`src/rtl/instruction_fifo.sv`:
```
// Instruction FIFO: assembles 80-bit instructions from three host word writes,
// queues them in a circular buffer and presents them one at a time through a
// registered output slot with a held-valid strobe.
// Optional build macro: INSTR_FIFO_OCCUPANCY_EN adds occupancy/almost_full outputs.

package instruction_fifo_pkg;
  typedef logic [79:0] instr_type;
  localparam instr_type INIT_INSTR = '0;
endpackage

module instruction_fifo
  import instruction_fifo_pkg::*;
#(
  parameter int unsigned FIFO_DEPTH = 32,
  localparam int unsigned PTR_WIDTH = $clog2(FIFO_DEPTH)
) (
  input  logic              clk,
  input  logic              rst,
  input  logic              enable,
  input  logic [31:0]       lower_word,
  input  logic              lower_write,
  input  logic [31:0]       middle_word,
  input  logic              middle_write,
  input  logic [15:0]       upper_word,
  input  logic              upper_write,
  input  logic              instr_busy,
  output instr_type         instr_out,
  output logic              instr_write,
  output logic              empty,
  output logic              full,
`ifdef INSTR_FIFO_OCCUPANCY_EN
  output logic [PTR_WIDTH:0] occupancy,
  output logic              almost_full,
`endif
  output logic              overflow
);

  localparam int unsigned CntW = PTR_WIDTH + 1;
  localparam logic [PTR_WIDTH:0] CntFull = CntW'(FIFO_DEPTH);
`ifdef INSTR_FIFO_OCCUPANCY_EN
  localparam logic [PTR_WIDTH:0] CntAlmostFull = CntW'(FIFO_DEPTH - 2);
`endif

  instr_type              mem_q [FIFO_DEPTH];
  logic [PTR_WIDTH-1:0]   wr_ptr_q, rd_ptr_q;
  logic [PTR_WIDTH:0]     count_q, count_d;
  logic [31:0]            lower_q, middle_q;
  instr_type              instr_out_q;
  logic                   instr_write_q;
  logic                   empty_q, full_q, overflow_q;

  logic                   consume, pop, push_acc, ovf_hit;
  instr_type              entry;

  // Handshake decode, entry assembly with same-cycle bypass, and count update.
  always_comb begin
    consume  = instr_write_q && enable && !instr_busy;
    // Output side is frozen while disabled, so no pop either.
    pop      = enable && (count_q != '0) && (!instr_write_q || consume);
    // A pop in the same cycle frees a slot, so a full FIFO still accepts.
    push_acc = upper_write && ((count_q != CntFull) || pop);
    ovf_hit  = upper_write && (count_q == CntFull) && !pop;
    entry    = {upper_word,
                middle_write ? middle_word : middle_q,
                lower_write  ? lower_word  : lower_q};
    count_d  = count_q;
    unique case ({push_acc, pop})
      2'b10:   count_d = count_q + 1'b1;
      2'b01:   count_d = count_q - 1'b1;
      default: count_d = count_q;
    endcase
  end

  // Storage array; not reset, only entries below count are ever read.
  always_ff @(posedge clk) begin
    if (!rst && push_acc) begin
      mem_q[wr_ptr_q] <= entry;
    end
  end

  // Pointers, count, staging regs, output slot and status flags.
  always_ff @(posedge clk) begin
    if (rst) begin
      wr_ptr_q      <= '0;
      rd_ptr_q      <= '0;
      count_q       <= '0;
      lower_q       <= '0;
      middle_q      <= '0;
      instr_out_q   <= INIT_INSTR;
      instr_write_q <= 1'b0;
      empty_q       <= 1'b1;
      full_q        <= 1'b0;
      overflow_q    <= 1'b0;
    end else begin
      if (lower_write)  lower_q  <= lower_word;
      if (middle_write) middle_q <= middle_word;
      if (push_acc)     wr_ptr_q <= wr_ptr_q + 1'b1;
      if (pop) begin
        rd_ptr_q      <= rd_ptr_q + 1'b1;
        instr_out_q   <= mem_q[rd_ptr_q];
        instr_write_q <= 1'b1;
      end else if (consume) begin
        instr_out_q   <= INIT_INSTR;
        instr_write_q <= 1'b0;
      end
      count_q <= count_d;
      empty_q <= (count_d == '0);
      full_q  <= (count_d == CntFull);
      if (ovf_hit) overflow_q <= 1'b1;
    end
  end

`ifdef INSTR_FIFO_OCCUPANCY_EN
  logic [PTR_WIDTH:0] occupancy_q;
  logic               almost_full_q;

  // Occupancy mirrors count; almost_full flags two or fewer free entries.
  always_ff @(posedge clk) begin
    if (rst) begin
      occupancy_q   <= '0;
      almost_full_q <= 1'b0;
    end else begin
      occupancy_q   <= count_d;
      almost_full_q <= (count_d >= CntAlmostFull);
    end
  end

  assign occupancy   = occupancy_q;
  assign almost_full = almost_full_q;
`endif

  assign instr_out   = instr_out_q;
  assign instr_write = instr_write_q;
  assign empty       = empty_q;
  assign full        = full_q;
  assign overflow    = overflow_q;

endmodule

```
`config.mk`:
```
export PLATFORM = sky130hd
export DESIGN_NAME = instruction_fifo
export DESIGN_NICKNAME = d
export VERILOG_FILES = /design/src/rtl/instruction_fifo.sv
export SDC_FILE = /design/constraint.sdc
export NUM_CORES = 2
export LEC_CHECK = 0
export CAP_MARGIN = 0
export CORE_AREA = 2 2 417 419
export DETAILED_ROUTE_END_ITERATION = 6
export DIE_AREA = 0 0 419 421
export PLACE_DENSITY = 0.77
export SYNTH_ARGS = -nofsm -noshare
export SYNTH_HDL_FRONTEND = slang
export SYNTH_SLANG_ARGS = --single-unit
```
`constraint.sdc`:
```
create_clock -name clk -period 13.5 [get_ports clk]
set_input_delay 2.7 -clock clk [delete_from_list [all_inputs] [get_ports clk]]
set_output_delay 2.7 -clock clk [all_outputs]
set_load 0.005 [all_outputs]
```
==> impl_metrics.toml <==
[critical_path]
r2r.worst_path.cells = 7
end_kind = "register"
critical_path.reg2reg.endpoint = "instr_out[22]"
setup.worst_path.end = "mem_q[13][50]"
critical_path_class = "input port to register"
crit_start = "enable"
cp.arrival_ns = 7.17
worst-path-max-fanout = 48
reg_to_reg_setup_timing_slack_ns = 8.38
worstSetupStartpointType = "input port"
critPathRequiredTime_ns = 14.04

[route]
routed_wirelength_mm = 263
detailedRoute.firstPassIterationCount = 5
num_vias = 49100
postRouteAntennaNets = 0
drc_errors = 0
drt-initial-drc-count = 7465
avgRoutedWirePerCell_um = 36.8
vias_per_cell = 6.85

[sta]
report.final.slew_viol_count = 0
fin_tns_setup_ns = 0
post-route-period-util_pct = 49.2
skew_ns = 0.0571
post-route-min-period_ns = 6.64
slew-limit-headroom_pct = 4.73
setup-violations-final = 0
maxClockFrequency_mhz = 151
tightest_slew_ns = 1.42
grt_setup_unrepaired = "false"
timing.final.hold_violations = 0

[power]
leakagePower_nw = 35.7
power_density_nw_per_um2 = 166
ir_drop_v = 0.000129
p_total_mw = 19.2

[synth]
number_of_flops_mapped_to_enable_cells_by_yosys = 2560
ys_seq_area_share_pct = 78.2
synthesis.instances = 4301
synthesis.area_per_instance_um2 = 23.9
synth-main-ff-cell = "sky130_fd_sc_hd__edfxtp_1"
ys_seq_elements = 2729
number_of_warnings_issued_by_yosys = 0
synthArstFlopShare_pct = 0
synthesis.area_um2 = 103000
synth.lib_cells_used.distinct = 48
syn-num-nets = 4394

[global_routing]
antenna_found_initial = 10
vias_in_the_first_global_route = 50500
grt_first_pass_wirelength_mm = 377
globalRoute.totalOverflow = 0
grt_max_degree = 148
grt_util_all_layers_pct = 30.5

[clocking]
tritoncts.num_buffers = 280
cts.repair.resized = 0
ctsRootBufferMaster = "sky130_fd_sc_hd__clkbuf_16"
hold_buffers = 0
worstSkewPairLatency_ns = 0.94
clk_transition_reported_paths_ns = 0.06
cts_sinks = 2729
post_cts_setup_buffers = 0
tritoncts = "yes"
clock_tree.htree_level_count = 5
max-clock-path-buffers = 4

[layout]
nets = 4722
post_route_cells_drive_above_1_share_pct = 27.6
area.growth.synth_to_final_pct = 13.0
fillerInstances = 10000

[die]
die_width_um = 419
initial_core_util_pct = 59.5
placeableCoreArea_um2 = 172000
fp-row-count = 153
pin_count = 171
fp.dieH_um = 421
die-area_um2 = 176000

[placed_design]
finalWeightedCongestion = 0.795
io_buffers = 170
place_hpwl_mm = 131

[job]
drv_cap = 0

[outcome]
outcome = "complete, no violations"

[hold_path]
min_path_type = "register to register"
==> power by group <==
part | switching, mW | total [mW] | internal (mW)
combinational | 1.18 | 2.27 | 1.09
sequential | 0.119 | 9.53 | 9.41
clock | 3.16 | 7.44 | 4.29
==> cell type report <==
class	count	area, um^2	share of cell area [%]
clock inverter	124	985	0.849
clock buffer	363	7670	6.62
tap	2325	2910	2.51
multi-input combinational	1336	21500	18.6
timing repair buffer	276	2520	2.18
inverter	6	25.0	0.0216
antenna	7	17.5	0.0151
sequential	2729	80300	69.2
==> placed cells by master (no fill, tap or decap), types with 4 or more instances in the layout <==
cell,count
sky130_fd_sc_hd__nand2_1,181
sky130_fd_sc_hd__inv_6,5
sky130_fd_sc_hd__xor2_1,8
sky130_fd_sc_hd__buf_4,103
sky130_fd_sc_hd__clkbuf_1,59
sky130_fd_sc_hd__clkbuf_16,290
sky130_fd_sc_hd__mux4_2,798
sky130_fd_sc_hd__a22oi_1,80
sky130_fd_sc_hd__clkinv_1,52
sky130_fd_sc_hd__mux2_1,60
sky130_fd_sc_hd__a21oi_1,5
sky130_fd_sc_hd__clkinv_4,4
sky130_fd_sc_hd__dfxtp_4,5
sky130_fd_sc_hd__clkinv_2,40
sky130_fd_sc_hd__ha_1,6
sky130_fd_sc_hd__diode_2,7
sky130_fd_sc_hd__nor2_1,27
sky130_fd_sc_hd__a211oi_1,5
sky130_fd_sc_hd__edfxtp_1,2560
sky130_fd_sc_hd__inv_1,5
sky130_fd_sc_hd__mux2i_1,4
sky130_fd_sc_hd__clkdlybuf4s50_1,168
sky130_fd_sc_hd__and2_1,67
sky130_fd_sc_hd__bufinv_16,15
sky130_fd_sc_hd__nand4_1,5
sky130_fd_sc_hd__clkbuf_8,14
sky130_fd_sc_hd__mux2_2,5
sky130_fd_sc_hd__xnor2_1,4
sky130_fd_sc_hd__dfxtp_1,164
sky130_fd_sc_hd__nor2_4,32
sky130_fd_sc_hd__clkinvlp_4,8
==> logic make-up (layout without fill, tap and decap cells) <==
logic type | after synthesis | after routing | share of synthesized area [%]
AOI/OAI and AO/OA | 115 | 115 | 0.834
xor gates and xnor gates | 12 | 12 | 0.102
and+or+nand+nor | 336 | 336 | 1.46
buffers and inverters | 236 | 769 | 1.09
adders and majority gates | 6 | 6 | 0.0731
DFF | 2729 | 2729 | 78.2
other | 0 | 7 | 0
muxes | 867 | 867 | 18.3
==> registers in the layout, summed over array words and instances, names as in the netlist, named ones only <==
register	cells
lower_q	32
empty	1
overflow	1
instr_write	1
count_q	6
instr_out	80
rd_ptr_q	5
full	1
middle_q	32
wr_ptr_q	5
mem_q	2560
==> cell usage after synthesis (8+ instances only) <==
cell type,number,share of area (%)
sky130_fd_sc_hd__nand2_1,181,0.66
sky130_fd_sc_hd__mux2_1,60,0.66
sky130_fd_sc_hd__mux4_2,798,18
sky130_fd_sc_hd__xor2_1,8,0.068
sky130_fd_sc_hd__buf_2,69,0.34
sky130_fd_sc_hd__buf_6,13,0.14
sky130_fd_sc_hd__buf_1,17,0.062
sky130_fd_sc_hd__edfxtp_1,2560,75
sky130_fd_sc_hd__nor2_1,59,0.22
sky130_fd_sc_hd__clkbuf_1,118,0.43
sky130_fd_sc_hd__a22oi_1,80,0.59
sky130_fd_sc_hd__dfxtp_1,169,3.3
sky130_fd_sc_hd__and2_1,67,0.41
sky130_fd_sc_hd__buf_4,13,0.095
==> critical path: stages <==
cell and delay, ns:
sky130_fd_sc_hd__clkdlybuf4s50_1 0.51, sky130_fd_sc_hd__a21boi_1 0.50, sky130_fd_sc_hd__o21a_1 0.45, sky130_fd_sc_hd__and2_1 0.31, sky130_fd_sc_hd__nand2_1 0.52, sky130_fd_sc_hd__nor2_4 1.17, sky130_fd_sc_hd__buf_4 0.85
==> worst min path at each step <==
stage / startpoint / end / slack [ns] / cells past startpoint
finish: instr_out[75] / instr_out[75] / 0.43 / 2
global route: instr_out[74] / instr_out[74] / 0.46 / 2
CTS: instr_out[78] / instr_out[78] / 0.44 / 2
detailed placement: instr_out[75] / instr_out[75] / 0.43 / 2
global placement: instr_out[56] / instr_out[56] / 0.43 / 2
floorplan: instr_out[0] / instr_out[0] / 0.43 / 2
==> metrics by stage <==
step	area, um^2	hold WS [ns]	util, %	worst slack, ns	std cells
finish	116000	0.434	67.2	6.86	7166
global route	116000	0.457	67.2	6.71	7159
CTS	116000	0.437	67.2	6.90	7159
detailed placement	107000	0.428	62.2	6.00	6672
global placement	107000	0.429	62.2	6.03	6672
floorplan	103000	0.435	-	5.96	4301
==> routing by layer <==
metal  track usage [%]  routed length (um)  vias up
met2              49.4              133000     3527
met5                 0                  42        -
li1                  -                   -    18900
met3              6.22               27700      564
met4              12.3               11500        6
met1              41.2               91300    26100
(Power assumes the default switching activity.)
